<file path="config.mk">
export PLATFORM = sky130hd
export DESIGN_NAME = systolic_matmul3x3
export DESIGN_NICKNAME = d
export VERILOG_FILES = /design/src/rtl/systolic_matmul3x3.sv
export SDC_FILE = /design/constraint.sdc
export NUM_CORES = 2
export LEC_CHECK = 0
export ABC_AREA = 1
export CAP_MARGIN = 30
export CORE_MARGIN = 2
export CORE_UTILIZATION = 57
export CTS_CLUSTER_SIZE = 20
export DETAILED_ROUTE_END_ITERATION = 10
export PLACE_DENSITY = 0.76
export RECOVER_POWER = 100
export REMOVE_ABC_BUFFERS = 1
export SETUP_SLACK_MARGIN = 0.5
export SKIP_LAST_GASP = 1
export SYNTH_ARGS = -nofsm -noshare
export SYNTH_HDL_FRONTEND = slang
export SYNTH_SLANG_ARGS = --single-unit
</file>
<file path="constraint.sdc">
create_clock -name clk -period 4.99 [get_ports clk]
set_clock_uncertainty 0.05 [all_clocks]
set_input_delay 0.998 -clock clk [delete_from_list [all_inputs] [get_ports clk]]
set_output_delay 0.998 -clock clk [all_outputs]
set_load 0.005 [all_outputs]
</file>
<file path="src/rtl/systolic_matmul3x3.sv">
// 3x3 output-stationary systolic matrix multiplier: P = A x B on skewed
// row/column streams, one accumulator per PE presented directly on Pij.
//
// state  | meaning
// S_IDLE | waiting for a start rising edge; accumulators, pipeline and Done hold
// S_RUN  | steps k=1..6 of a run (k=0 is the trigger edge taken from S_IDLE)
module systolic_matmul3x3 #(
  parameter int DATAWIDTH = 8
) (
  input  logic                   clk,
  input  logic                   rst,
  input  logic                   start,
  input  logic [DATAWIDTH-1:0]   A0,
  input  logic [DATAWIDTH-1:0]   A1,
  input  logic [DATAWIDTH-1:0]   A2,
  input  logic [DATAWIDTH-1:0]   B0,
  input  logic [DATAWIDTH-1:0]   B1,
  input  logic [DATAWIDTH-1:0]   B2,
  output logic [2*DATAWIDTH-1:0] P11,
  output logic [2*DATAWIDTH-1:0] P12,
  output logic [2*DATAWIDTH-1:0] P13,
  output logic [2*DATAWIDTH-1:0] P21,
  output logic [2*DATAWIDTH-1:0] P22,
  output logic [2*DATAWIDTH-1:0] P23,
  output logic [2*DATAWIDTH-1:0] P31,
  output logic [2*DATAWIDTH-1:0] P32,
  output logic [2*DATAWIDTH-1:0] P33,
  output logic                   Done
);

  localparam int PW = 2 * DATAWIDTH;

  typedef enum logic {S_IDLE, S_RUN} state_t;

  state_t              state, state_nxt;
  logic [2:0]          step, step_nxt;
  logic                start_q;
  logic                active;
  logic                done_set;
  logic                feed;
  logic                done_q;

  logic [DATAWIDTH-1:0] a_port [3];
  logic [DATAWIDTH-1:0] b_port [3];
  logic [DATAWIDTH-1:0] a_pipe [3][2];
  logic [DATAWIDTH-1:0] b_pipe [2][3];
  logic [DATAWIDTH-1:0] a_in   [3][3];
  logic [DATAWIDTH-1:0] b_in   [3][3];
  logic [PW-1:0]        prod   [3][3];
  logic [PW-1:0]        acc    [3][3];

  always_ff @(posedge clk or negedge rst) begin
    if (!rst) begin
      state   <= S_IDLE;
      step    <= '0;
      start_q <= 1'b0;
    end else begin
      state   <= state_nxt;
      step    <= step_nxt;
      start_q <= start;
    end
  end

  // step stays 0 while idle, so the trigger edge naturally sees k=0
  always_comb begin
    state_nxt = state;
    step_nxt  = step;
    active    = 1'b0;
    done_set  = 1'b0;
    unique case (state)
      S_IDLE: begin
        if (start && !start_q) begin
          state_nxt = S_RUN;
          step_nxt  = 3'd1;
          active    = 1'b1;
        end
      end
      S_RUN: begin
        active = 1'b1;
        if (step == 3'd6) begin
          state_nxt = S_IDLE;
          step_nxt  = '0;
          done_set  = 1'b1;
        end else begin
          step_nxt = step + 3'd1;
        end
      end
    endcase
  end

  assign feed = active && (step <= 3'd4);

  always_comb begin
    a_port[0] = feed ? A0 : '0;
    a_port[1] = feed ? A1 : '0;
    a_port[2] = feed ? A2 : '0;
    b_port[0] = feed ? B0 : '0;
    b_port[1] = feed ? B1 : '0;
    b_port[2] = feed ? B2 : '0;
  end

  for (genvar i = 0; i < 3; i++) begin : g_row
    for (genvar j = 0; j < 3; j++) begin : g_col
      logic [PW-1:0] acc_r;

      if (j == 0) begin : g_a_edge
        assign a_in[i][j] = a_port[i];
      end else begin : g_a_link
        assign a_in[i][j] = a_pipe[i][j-1];
      end

      if (i == 0) begin : g_b_edge
        assign b_in[i][j] = b_port[j];
      end else begin : g_b_link
        assign b_in[i][j] = b_pipe[i-1][j];
      end

      assign prod[i][j] = {{DATAWIDTH{1'b0}}, a_in[i][j]} * {{DATAWIDTH{1'b0}}, b_in[i][j]};

      // the k=0 clear drops the previous run's result in the same edge as the first term
      always_ff @(posedge clk or negedge rst) begin
        if (!rst)
          acc_r <= '0;
        else if (active)
          acc_r <= ((step == 3'd0) ? '0 : acc_r) + prod[i][j];
      end
      assign acc[i][j] = acc_r;

      // right-most a_out and bottom-most b_out have no consumer, so they are not kept
      if (j < 2) begin : g_a_reg
        logic [DATAWIDTH-1:0] a_r;
        always_ff @(posedge clk or negedge rst) begin
          if (!rst)
            a_r <= '0;
          else if (active)
            a_r <= a_in[i][j];
        end
        assign a_pipe[i][j] = a_r;
      end

      if (i < 2) begin : g_b_reg
        logic [DATAWIDTH-1:0] b_r;
        always_ff @(posedge clk or negedge rst) begin
          if (!rst)
            b_r <= '0;
          else if (active)
            b_r <= b_in[i][j];
        end
        assign b_pipe[i][j] = b_r;
      end
    end
  end

  always_ff @(posedge clk or negedge rst) begin
    if (!rst)
      done_q <= 1'b0;
    else if (active && (step == 3'd0))
      done_q <= 1'b0;
    else if (done_set)
      done_q <= 1'b1;
  end

  assign Done = done_q;
  assign P11  = acc[0][0];
  assign P12  = acc[0][1];
  assign P13  = acc[0][2];
  assign P21  = acc[1][0];
  assign P22  = acc[1][1];
  assign P23  = acc[1][2];
  assign P31  = acc[2][0];
  assign P32  = acc[2][1];
  assign P33  = acc[2][2];

endmodule

</file>
==> Word level (Yosys, flattened, before mapping) <==
Index checks and enable logic that the tools add are counted.
{ "totals": {"ff_bits": 246, "word_cells": 80} }
{ "classes": {"n_addsub": 10, "mul": 9, "n_lt_le_gt_ge": 1, "n_eq_ne": 2, "n_mux": 26, "bitwise": 1, "reduce_logical": 6} }
{ "ops": {"columns": ["op", "n"], "rows": [
  ["adder 16 bit", 9],
  ["multiplier 8 x 8 -> 16 bit", 9],
  ["2-to-1 mux 16 bit", 9],
  ["2-to-1 mux 8 bit", 6],
  ["2-to-1 mux 1 bit", 6],
  ["2-to-1 mux 3 bit", 2],
  ["case mux 3 bit (2 select lines)", 1],
  ["case mux 1 bit (2 select lines)", 2],
  ["adder 3 x 1 -> 3 bit, second input constant", 1],
  ["equality test 3 bit, second input constant", 1],
  ["<= comparator 3 bit, second input constant", 1],
  ["logical AND 1 bit", 3],
  ["zero test 3 bit", 1],
  ["inequality test 2 bit, second input constant", 1],
  ["nonzero test 2 bit", 1],
  ["zero test 1 bit", 1],
  ["NOT 1 bit", 1]
]} }

==> Longest topological paths before layout <==
{ "depth": {"depth_word": 8, "ltp_mapped": 26, "mapped_depth_nobuf": 26} }

==> Worst setup path before layout <==
Ideal clock, no wire load.
{ "synth_timing": {"path_kind": "input to register", "start": "input start", "end": "register g_row[1].g_col[0].acc_r[15], in the netlist P21[15]", "setup_ns": 0.118, "t_arrival_ns": 4.931, "required_ns": 4.822, "setup_slack_ns": -0.109, "path_stages": 24, "n_path_buf": 1, "cell_sequence": "a21oi_2 -> a21oi_4 -> buf_2 -> nand2_1 -> inv_1 -> nand2_1 -> fa_1 -> inv_1 -> fa_1 -> inv_1 -> fa_1 -> fa_1 -> inv_1 -> ha_1 -> nand2_1 -> nand2_1 -> nor2_1 -> inv_1 -> nand2_1 -> inv_1 -> nor2_1 -> nand2_1 -> nand3_1 -> nand2_1"} }
{ "synth_between": {"elab_chain_cells": 7} }
{ "synth_rtl": {"columns": ["item", "line_no", "text"], "rows": [
  ["start, declared", "12", "input logic start,"],
  ["logical AND 1 bit *", "72", "if (start && !start_q) begin"],
  ["2-to-1 mux 1 bit *", "72", null],
  ["case mux 1 bit (2 select lines) *", "70", "unique case (state)"],
  ["logical AND 1 bit", "91", "assign feed = active && (step <= 3'd4);"],
  ["2-to-1 mux 8 bit", "95", "a_port[1] = feed ? A1 : '0;"],
  ["multiplier 8 x 8 -> 16 bit", "118", "assign prod[i][j] = {{DATAWIDTH{1'b0}}, a_in[i][j]} * {{DATAWIDTH{1'b0}}, b_in[i][j]};"],
  ["adder 16 bit", "125", "acc_r <= ((step == 3'd0) ? '0 : acc_r) + prod[i][j];"],
  ["end signal, assigned", "125", null],
  ["end, declared", "104", "logic [PW-1:0] acc_r;"]
]} }
Every way passes the cells marked *; elsewhere a longest branch is shown, timed or not.
A chain may end at the register's enable or synchronous reset.

==> Worst setup path in the final report <==
{ "layout_timing": {"start": "register step[0]", "end": "register g_row[0].g_col[1].acc_r[9], in the netlist P12[9]"} }
{ "layout_between": {"elab_chain_cells": 5, "elab_cells_between_ends": 7, "cone_classes": "add/sub: 1; mul: 1; order compare: 1; mux: 2; reduce/logical: 2"} }
{ "layout_rtl": {"columns": ["item", "line_no", "text"], "rows": [
  ["start, declared", "36", "logic [2:0] step, step_nxt;"],
  ["start signal, assigned", "59", "step <= step_nxt;"],
  ["<= comparator 3 bit", "91", null],
  ["logical AND 1 bit", "91", null],
  ["2-to-1 mux 8 bit", "98", "b_port[1] = feed ? B1 : '0;"],
  ["multiplier 8 x 8 -> 16 bit", "118", null],
  ["adder 16 bit *", "125", null],
  ["end signal, assigned", "125", null],
  ["end, declared", "104", null]
]} }
Marks and branches as above.

==> impl_metrics.env <==
export IMPL_finalHoldViolCount=0
export IMPL_yosys_area_top_type="fa_1"
export IMPL_overflow=0
export IMPL_num_antenna_cells=0
export IMPL_r2r_start="step[0]$_DFFE_PN0N_"
export IMPL_io_pins=196
export IMPL_slowest_stage="fa_1"
export IMPL_violations="max-capacitance violations, max-slew violations"
export IMPL_ant_nets=0
export IMPL_synth_area_um2=33900
export IMPL_synth_cells=4733
export IMPL_min_to="P31[13]$_DFFE_PN0N_"
export IMPL_worst_pin_slew_ps=2480
export IMPL_drc=0
export IMPL_hp_start="P31[13]$_DFFE_PN0N_"
export IMPL_yosys_cell_types_count=26
export IMPL_dp_hpwl_um=70900
export IMPL_hold_path_depth=2
export IMPL_cts_sinks=246
export IMPL_timing_hold_ws_ps=458
export IMPL_viasPerCell=5.11
export IMPL_crit_required_ps=5380
export IMPL_synth_seq_cells=246
export IMPL_drt_pass1_iterations=5
export IMPL_n_fill_cell=4633
export IMPL_via_count=30200
export IMPL_grt_pass1_vias=31000
export IMPL_rsz0062_at_grt="true"
export IMPL_core_um2=58900
export IMPL_routed_wirelength_um=94200
export IMPL_die_area_um2=61400
export IMPL_cts_hold_buffers=0
export IMPL_clockBufferDepth=3
export IMPL_htree_num_levels=2
export IMPL_r2r_end="P12[9]$_DFFE_PN0N_"
export IMPL_cpPeakStageDelay_ps=570
export IMPL_insertion_delay_ps=570
export IMPL_yosysWarnings=0
export IMPL_start_kind="flop"
export IMPL_maxCapViolations=2
export IMPL_cp_arrival_ps=5320
export IMPL_status="complete, but fails checks"
export IMPL_gp_congestion=0.960
export IMPL_finalCritPeriodShare_pct=98.6
export IMPL_place_area_um2=38000
export IMPL_rrSetupSlack_ps=70
export IMPL_stdcell_area_um2=41900
export IMPL_cts_tree="built"
export IMPL_setup_viol=0
export IMPL_r2r_cells=26
export IMPL_post_drt_wl_per_cell_um=16.0
export IMPL_period_needed_ps=4920
export IMPL_fmax_mhz=203
export IMPL_antenna_found_initial=0
export IMPL_grt_max_degree=187
export IMPL_track_usage_pct=31.2
export IMPL_area_growth_pct=23.7
export IMPL_synth_area_leaders="fa_1 27%, dfrtp_1 18%, nand2_1 17%"
export IMPL_rows=89
export IMPL_cts_root_buffer="clkbuf_16"
export IMPL_layout_nets=5917
export IMPL_avgSynthCellArea_um2=7.16
export IMPL_critPathCaptureType="flop"
export IMPL_cts_buffers_inserted=34
export IMPL_cts_reportedPaths_clkPinSlew_ps=60
export IMPL_max_slew_margin_rel_pct=-65.6
export IMPL_crit_start="step[0]$_DFFE_PN0N_"
export IMPL_yosysTopAreaCellShare_pct=26.6
export IMPL_final_cell_mix="1370 x nand2_1, 1167 x inv_1, 438 x fa_1"
export IMPL_die_x_um=248
export IMPL_initial_core_util_pct=57.5
export IMPL_seq_area_frac_synth_pct=18.2
export IMPL_cp_max_fo=6
export IMPL_first_iter_violations=2008
export IMPL_drive_gt1_share_pct=15.3
export IMPL_io_buffers=195
export IMPL_maxSlewViolCount=155
export IMPL_die_h_um=248
export IMPL_crit_type="flop to flop"
export IMPL_grt_pass1_wl_um=153000
export IMPL_hold_class="flop to flop"
export IMPL_layout_commonest_cell="nand2_1"
## per-stage QoR
| step | util [%] | setup slack (ps) | TNS [ps] | cells |
|---|---|---|---|---|
| after floorplan | - | -5080 | -906010 | 4599 |
| final | 71.2 | 69.0 | 0 | 5900 |
| after global routing | 71.2 | -198 | -346 | 5900 |
| after detailed placement | 64.5 | -975 | -44390 | 5784 |
| after global placement | 64.5 | -874 | -40470 | 5784 |
| after CTS | 69.4 | 253 | 0 | 5876 |
## routing by layer
| layer | up-vias | wire length, um | GRT usage [%] |
|---|---|---|---|
| met5 | - | 0 | 0 |
| met4 | 0 | 3840 | 12.8 |
| met3 | 225 | 5680 | 4.65 |
| met2 | 921 | 45900 | 53.0 |
| met1 | 14600 | 38800 | 40.0 |
| li1 | 14500 | - | - |
## what timing repair did
item | CTS | global route
setup endpoints to repair | 72 | 92
setup buffers | 28 | 21
hold endpoints to repair | 0 | 0
gates resized for setup | 366 | 263
pin swaps | 117 | 143
cloned | 2 | 2
## registers in the layout (all words and copies together), names as in the netlist, 3 cells and up
register and cells:
P21 16, P31 16, P11 16, P23 16, P33 16, P32 16
g_row.g_col.g_a_reg.a_r 48, step 3, P13 16, g_row.g_col.g_b_reg.b_r 48, P12 16, P22 16
## cell usage after synthesis
| library cell | instances |
|---|---|
| fa_1 | 450 |
| o22ai_1 | 9 |
| o211ai_1 | 1 |
| xor2_1 | 14 |
| nand3_1 | 179 |
| buf_2 | 19 |
| inv_2 | 14 |
| clkinv_1 | 4 |
| o21ai_0 | 127 |
| nor3_1 | 1 |
| nand3b_1 | 15 |
| nor2_4 | 1 |
| a21oi_4 | 1 |
| a211o_1 | 1 |
| clkbuf_1 | 113 |
| a21oi_2 | 1 |
| dfrtp_1 | 246 |
| nand2_1 | 1516 |
| nor2_1 | 358 |
| a21oi_1 | 50 |
| nand4_1 | 30 |
| buf_1 | 2 |
| ha_1 | 315 |
| or2_2 | 12 |
| inv_1 | 1245 |
| xnor2_1 | 9 |
## critical path, delay by kind of cell, from the launching register on
family | cells | cell delay [ps]
adders and majority gates | 5 | 2340
and+or+nand+nor | 8 | 600
buffers and inverters | 11 | 1040
DFF | 1 | 440
AOI/OAI and AO/OA | 2 | 340
## cells by family after synthesis
kind of cell,synth area share [%]
adder cells (fa/ha/maj),38.2
buffers and inverters,15.5
XOR/XNOR,0.595
AND/OR/NAND/NOR,24.6
flip-flops,18.2
AO/OA/AOI/OAI,2.90
## layout make-up
class	instances	area [um^2]	share of cell area [%]
Timing Repair Buffer	466	4290	10.2
Inverter	1263	4810	11.5
Tap cell	773	967	2.31
Sequential cell	246	6160	14.7
Multi-Input combinational cell	3090	24400	58.2
Clock inverter	20	298	0.710
Clock buffer	42	985	2.35
## worst max path at each step
stage,to,slack [ps],cells past startpoint
after floorplan,P11[7]$_DFFE_PN0N_,-5080,20
after global placement,P12[12]$_DFFE_PN0N_,-870,23
after detailed placement,P12[12]$_DFFE_PN0N_,-980,23
after CTS,P13[12]$_DFFE_PN0N_,250,21
after global routing,P12[9]$_DFFE_PN0N_,-200,26
final,P12[9]$_DFFE_PN0N_,70,26
Power is not shown: default switching activity piles up to over one toggle a cycle in this logic, so the estimate is an artifact.
